[src/rtl/bcd_timer_pkg.sv]
// Shared types and constants for the BCD lap timer.
package bcd_timer_pkg;

  typedef enum logic [1:0] {
    ST_IDLE  = 2'd0,
    ST_RUN   = 2'd1,
    ST_PAUSE = 2'd2,
    ST_DONE  = 2'd3
  } state_e;

  typedef logic [3:0] bcd_digit_t;

  localparam bcd_digit_t  MAX_DIGIT  = 4'd9;
  localparam int unsigned MAX_DIGITS = 8;
  localparam int unsigned MAX_SPEEDS = 8;

  // Clamp a non-decimal nibble to 9.
  function automatic bcd_digit_t sat_digit(input bcd_digit_t d);
    return (d > MAX_DIGIT) ? MAX_DIGIT : d;
  endfunction

endpackage

[src/rtl/bcd_digit.sv]
// One BCD decade: clear, saturating load, up/down step with ripple carry/borrow.
module bcd_digit
  import bcd_timer_pkg::*;
(
  input  logic       clk_i,
  input  logic       rst_ni,
  input  logic       clr_i,
  input  logic       en_i,
  input  logic       dir_i,
  input  logic       ld_i,
  input  bcd_digit_t ld_val_i,
  input  logic       cin_i,
  output bcd_digit_t val_o,
  output logic       cout_o
);

  bcd_digit_t val_q, val_d;

  // Next digit value: clear > load > step.
  always_comb begin
    val_d = val_q;
    if (clr_i) begin
      val_d = '0;
    end else if (ld_i) begin
      val_d = sat_digit(ld_val_i);
    end else if (en_i && cin_i) begin
      if (dir_i) val_d = (val_q == 4'd0)      ? MAX_DIGIT : val_q - 4'd1;
      else       val_d = (val_q >= MAX_DIGIT) ? 4'd0      : val_q + 4'd1;
    end
  end

  // Digit register.
  always_ff @(posedge clk_i) begin
    if (!rst_ni) val_q <= '0;
    else         val_q <= val_d;
  end

  assign val_o  = val_q;
  assign cout_o = cin_i & (dir_i ? (val_q == 4'd0) : (val_q == MAX_DIGIT));

endmodule

[src/rtl/bcd_lap_timer.sv]
// BCD lap timer: run/pause/done control, speed-selectable prescaler,
// NUM_DIGITS cascaded BCD decades. Lap register present only when
// BCD_LAP_TIMER_LAP_EN is defined; otherwise lap_bcd is tied to zero.
module bcd_lap_timer
  import bcd_timer_pkg::*;
#(
  parameter int unsigned NUM_DIGITS = 8,
  parameter int unsigned TICK_DIV   = 1000000,
  parameter int unsigned NUM_SPEEDS = 5
) (
  input  logic                    clk,
  input  logic                    rst_n,
  input  logic                    speed_btn,
  input  logic                    pause_btn,
  input  logic                    clear,
  input  logic                    lap,
  input  logic                    dir,
  input  logic                    load,
  input  logic [4*NUM_DIGITS-1:0] load_bcd,
  output logic [4*NUM_DIGITS-1:0] count_bcd,
  output logic [4*NUM_DIGITS-1:0] lap_bcd,
  output logic [2:0]              speed_sel,
  output logic                    running,
  output logic                    wrap,
  output logic                    done
);

  localparam int unsigned PW = (TICK_DIV > 1) ? $clog2(TICK_DIV) : 1;

  state_e          state_q, state_d;
  logic [PW-1:0]   presc_q, presc_d;
  logic [2:0]      speed_q, speed_d;
  logic            wrap_q, wrap_d;
  logic            step, ld_en;
  logic [31:0]     term;
  logic            tick;
  logic            is_zero, is_one;
  logic [NUM_DIGITS:0] carry;

  assign term    = (32'(TICK_DIV) >> speed_q) - 32'd1;
  assign tick    = (32'(presc_q) == term);
  assign is_zero = (count_bcd == '0);
  assign is_one  = (count_bcd == (4*NUM_DIGITS)'(1));
  assign carry[0] = 1'b1;

  // Decade chain; carry/borrow ripples combinationally within one step.
  for (genvar g = 0; g < NUM_DIGITS; g++) begin : g_digit
    bcd_digit u_digit (
      .clk_i    (clk),
      .rst_ni   (rst_n),
      .clr_i    (clear),
      .en_i     (step),
      .dir_i    (dir),
      .ld_i     (ld_en),
      .ld_val_i (load_bcd[4*g +: 4]),
      .cin_i    (carry[g]),
      .val_o    (count_bcd[4*g +: 4]),
      .cout_o   (carry[g+1])
    );
  end

  // Control: next state, prescaler, step/load strobes, wrap pulse.
  always_comb begin
    state_d = state_q;
    presc_d = presc_q;
    speed_d = speed_q;
    wrap_d  = 1'b0;
    step    = 1'b0;
    ld_en   = 1'b0;
    if (clear) begin
      state_d = ST_IDLE;
      presc_d = '0;
    end else if (load && (state_q == ST_IDLE || state_q == ST_PAUSE)) begin
      ld_en = 1'b1;
    end else if (pause_btn && state_q != ST_DONE) begin
      state_d = (state_q == ST_RUN) ? ST_PAUSE : ST_RUN;
    end else if (state_q == ST_RUN) begin
      if (tick) begin
        presc_d = '0;
        // A down-step from zero only terminates; the count is left alone.
        if (dir && is_zero) begin
          state_d = ST_DONE;
        end else begin
          step = 1'b1;
          if (dir && is_one)            state_d = ST_DONE;
          if (!dir && carry[NUM_DIGITS]) wrap_d = 1'b1;
        end
      end else begin
        presc_d = presc_q + 1'b1;
      end
    end
    if (speed_btn) begin
      speed_d = (speed_q == 3'(NUM_SPEEDS - 1)) ? 3'd0 : speed_q + 3'd1;
      presc_d = '0;
    end
  end

  // Control registers.
  always_ff @(posedge clk) begin
    if (!rst_n) begin
      state_q <= ST_IDLE;
      presc_q <= '0;
      speed_q <= '0;
      wrap_q  <= 1'b0;
    end else begin
      state_q <= state_d;
      presc_q <= presc_d;
      speed_q <= speed_d;
      wrap_q  <= wrap_d;
    end
  end

`ifdef BCD_LAP_TIMER_LAP_EN
  logic [4*NUM_DIGITS-1:0] lap_q;

  // Lap capture of the registered (pre-step) count, in any state.
  always_ff @(posedge clk) begin
    if (!rst_n)   lap_q <= '0;
    else if (lap) lap_q <= count_bcd;
  end

  assign lap_bcd = lap_q;
`else
  logic unused_lap;
  assign unused_lap = lap;
  assign lap_bcd    = '0;
`endif

  assign speed_sel = speed_q;
  assign running   = (state_q == ST_RUN);
  assign done      = (state_q == ST_DONE);
  assign wrap      = wrap_q;

endmodule

[config.mk]
export PLATFORM = sky130hd
export DESIGN_NAME = bcd_lap_timer
export DESIGN_NICKNAME = d
export VERILOG_FILES = /design/src/rtl/bcd_timer_pkg.sv /design/src/rtl/bcd_digit.sv /design/src/rtl/bcd_lap_timer.sv
export SDC_FILE = /design/constraint.sdc
export NUM_CORES = 1
export LEC_CHECK = 0
export ABC_CLOCK_PERIOD_IN_PS = 7600
export CORE_ASPECT_RATIO = 0.8
export CORE_MARGIN = 4
export CORE_UTILIZATION = 58
export DETAILED_ROUTE_END_ITERATION = 7
export HOLD_SLACK_MARGIN = 0.03
export PLACE_DENSITY = 0.87
export SLEW_MARGIN = 20
export SYNTH_ARGS = -nofsm -noshare
export SYNTH_HDL_FRONTEND = slang
export SYNTH_HIERARCHICAL = 1
export SYNTH_SLANG_ARGS = --single-unit
[constraint.sdc]
create_clock -name clk -period 7.6 [get_ports clk]
set_input_delay 1.52 -clock clk [delete_from_list [all_inputs] [get_ports clk]]
set_output_delay 1.52 -clock clk [all_outputs]
set_load 0.02 [all_outputs]
==> metrics.md <==
| Metric | Value |
|---|---|
| Clock period minus final worst setup slack | `~5.5 ns` |
| Area leader, netlist | `sky130_fd_sc_hd__dfxtp_1` |
| Clock skew | `roughly 0.010 ns` |
| Chip height | `98.8 µm` |
| Horizontal extent of the die | `between 100 and 150 µm` |
| Post-CTS clock slew at the launch and capture registers of the worst setup and hold paths | `approximately 0.060 ns` |
| GR met3 Demand/Resource | `approximately 5.9%` |
| Comb power frac | `a little over a fifth` |
| Hold buffers post-CTS | `0` |
| Vias per cell | `roughly 6.3` |
| Tot GR Track Use | `25.9%` |
| Worst R2R Start | `speed_sel[0]` |
| Final RePlAce weighted congestion | `approximately 0.88` |
| Number of DRC violations after detailed-routing iteration 0 | `roughly 660` |
| CTS buffer count | `9` |
| Cell area after synthesis | `about 6000 µm²` |
| Synth area leaders | `sky130_fd_sc_hd__dfxtp_1 19%, sky130_fd_sc_hd__ha_1 8.6%, sky130_fd_sc_hd__o21ai_0 4.4%` |
| Number of placement rows | `32` |
| GR Layer Usage met1 | `34.8%` |
| Detailed Route WL | `16.0 mm` |
| Mean instance size in the synthesized netlist | `7.92 µm²` |
| Area Overhead vs Synth | `14.7%` |
| Fraction of registers with async set or reset after synthesis | `0%` |
| Transition time at the pin with the least slew margin | `around 0.95 ns` |
| Die area | `~12,000 µm²` |
| PD cells | `130 nW/µm²` |
| Relative contribution of sequential cells to total power | `between 30% and 40%` |
| Total number of clock tree sinks | `58` |
| Most used DFF post-synth | `sky130_fd_sc_hd__dfxtp_1` |
| Number of port buffers | `76` |
| Critical path startpoint category | `register` |
| Cells on worst reg2reg path | `16` |
| Count of final setup violators | `0` |
| Layout cell share with drive strength beyond 1 | `between 6 and 7%` |
| Cell leakage power | `2.59 nW` |
| Number of gates resized after cts | `0` |
| Setup slack after layout | `approximately 2.1 ns` |
| Period Utilization, post-route | `a little under three quarters` |
| Post-detailed-route DRC marker count | `0` |
| Number of distinct library cells after synthesis | `67` |
| Synth Register Bits | `between 50 and 60` |
| Worst hold path type | `register to register` |
| Worst path arrival time | `between 5 and 6 ns` |
| Number of nets still failing antenna checks after routing | `0` |
| Critical-path cell with the highest stage delay | `sky130_fd_sc_hd__nor3_2` |
| Final sum of negative setup slack | `0 ns` |
| Vias in the first global route | `between 5,000 and 6,000` |
| Max-slew violation count | `0` |
| Setup Crit Path Kind | `register to register` |
| Initial Utilization | `60.7%` |
| Portion of the post-synthesis area used by sequential elements | `about a fifth` |
| Worst flop-to-flop path endpoint | `g_digit[7].u_digit/val_o[2]` |
| Part of the total power dissipated in the clock network | `42.0%` |
| Dpl hpwl | `11.2 mm` |
| Cell with the most instances after synthesis | `sky130_fd_sc_hd__nor2_1` |
| Maximum clock rate | `183 MHz` |
| Chain of cells forming the critical path | `inv_1 -> ha_1 -> nand2_1 -> ha_1 -> nand3b_1 -> o31ai_2 -> a21oi_1 -> or4_4 -> nor4_4 -> nand4_4 -> or2_1 -> nor3_2 -> nand2_1 -> nor2_1 -> o221ai_1 -> a21oi_1` |
| CP required | `a little under 8 ns` |
| Depth of the CTS H-tree | `3` |
| Post-synth EDFFs | `0` |
| Slowest stage delay, CP | `approximately 0.66 ns` |
| Antenna violations before repair | `0` |
| Crit. Startpoint | `speed_sel[0]` |
| Net switching share of the total power | `30.9%` |
| Core Footprint | `approximately 10000 µm²` |
| Most instantiated cells after synthesis | `59 x sky130_fd_sc_hd__nor2_1, 58 x sky130_fd_sc_hd__dfxtp_1, 57 x sky130_fd_sc_hd__nand2_1` |
| Cells after Synth | `~760` |
| Maximum number of buffers from clock root to sink | `2` |
| CTS tree | `built` |
| Number of synthesis warnings | `6` |
| Slack of the worst reg-to-reg path | `around 2.1 ns` |
| Number of nets in the layout | `about 900` |
| Worst VDD drop | `about 100 µV` |
| Clk_lat worst skew | `roughly 0.33 ns` |
| Critical path capture point | `g_digit[7].u_digit/val_o[2]` |
| Met2 global-route usage | `41.6%` |
| Post CTS Setup Buffer Count | `0` |
| Slew HR | `~37%` |
| Worst Setup Slack post-DPL | `2.40 ns` |
| Run status | `finished, final reports clean` |
| Pin count of the biggest net entering global routing | `57` |
| Detailed-route via count | `between 6,000 and 7,000` |
| Most Used Layer, Global Route | `met2` |
| Unrepaired setup endpoints after global routing | `no` |
| Number of top-level pins | `110` |
| Root buffer selected by CTS | `sky130_fd_sc_hd__clkbuf_16` |
| Ant. Diodes | `0` |
| Hold Fails Final Rpt | `0` |
| DRT Pass-1 Iters | `5` |
| Residual overflow from global routing | `0` |
| Drt wl/cell | `16.8 µm` |
| Internal Power | `0.618 mW` |
| Count of max-cap constraint violations | `0` |
| Largest driver fanout on the critical path | `14` |
| Fraction of synthesized cell area taken by the top area cell type | `between 10% and 20%` |
| Net switching component of the power | `0.276 mW` |
| Wire length of the first global-routing pass | `approximately 26 mm` |
| Count of filler cells inserted in the layout | `around 770` |
| Overall power | `0.894 mW` |
| Endpoint class of the critical path | `register` |
## critical path: cells and delay by family, from the launching register on
family          cells  cell delay, ns
compound gates      4            0.79
fa+ha+maj           2            0.66
buf+inv             1            0.24
flops               1            0.65
simple gates        9            3.00
## how the worst min path moves through the flow
stage / from / endpoint / slack (ns) / depth (start not counted)
after global placement: presc_q[1] / presc_q[1] / 0.48 / 2
after global routing: presc_q[1] / presc_q[1] / 0.54 / 2
after floorplan: presc_q[1] / presc_q[1] / 0.47 / 2
final: presc_q[1] / presc_q[1] / 0.51 / 2
after CTS: presc_q[1] / presc_q[1] / 0.50 / 2
after detailed placement: presc_q[1] / presc_q[1] / 0.50 / 2
## layout make-up
cell class	instances	area, µm²	area share [%]
Timing Repair Buffer	79	778	11.3
Clock inverter	6	32.5	0.474
Multi-Input combinational cell	622	4330	63.2
Clock buffer	10	239	3.48
Sequential cell	58	1160	16.9
Inverter	39	146	2.13
Tap cell	136	170	2.48
## flip-flops by register name, summed over array words and instances, names as in the netlist
name                   count
speed_sel                  3
state_q                    2
presc_q                   20
wrap                       1
g_digit.u_digit/val_o     32
## cell families after synthesis
family / synth area share, %
xor+xnor: 5.86
simple gates: 30.0
fa+ha+maj: 8.58
compound gates: 24.5
other cells: 0.126
flops: 19.4
mux: 1.21
buf+inv: 10.3
## power by group through the flow
stage	Combinational, mW	Sequential [mW]	Clock, mW
floorplan	0.146	0.329	0
global placement	0.181	0.332	0
detailed placement	0.187	0.333	0
CTS	0.189	0.326	0.379
global route	0.208	0.328	0.394
finish	0.192	0.327	0.375
## through the flow
stage	area [µm²]	util [%]	hold WS [ns]	std cells
2_1_floorplan	6100	-	0.466	787
3_3_place_gp	6580	66.8	0.485	934
3_5_place_dp	6590	66.9	0.497	934
4_1_cts	6860	69.6	0.504	950
5_1_grt	6860	69.6	0.544	950
6_report	6860	69.6	0.512	950
## metal layers
layer / up-vias / share of wire, %
met1: 2822 / 43
met2: 332 / 46
met3: 27 / 10
met4: 0 / 1.5
li1: 2832 / -
met5: - / 0
## cell usage in the layout (no fill, tap or decap), types with 18 or more instances in the layout
cell,n
sky130_fd_sc_hd__a21oi_1,24
sky130_fd_sc_hd__a31oi_1,26
sky130_fd_sc_hd__and3_1,24
sky130_fd_sc_hd__clkdlybuf4s50_1,75
sky130_fd_sc_hd__conb_1,34
sky130_fd_sc_hd__dfxtp_1,58
sky130_fd_sc_hd__ha_1,41
sky130_fd_sc_hd__inv_1,39
sky130_fd_sc_hd__nand2_1,57
sky130_fd_sc_hd__nand2b_1,18
sky130_fd_sc_hd__nor2_1,59
sky130_fd_sc_hd__nor3b_1,19
sky130_fd_sc_hd__o21ai_0,53
sky130_fd_sc_hd__xnor2_1,29
(Power assumes the default switching activity.)
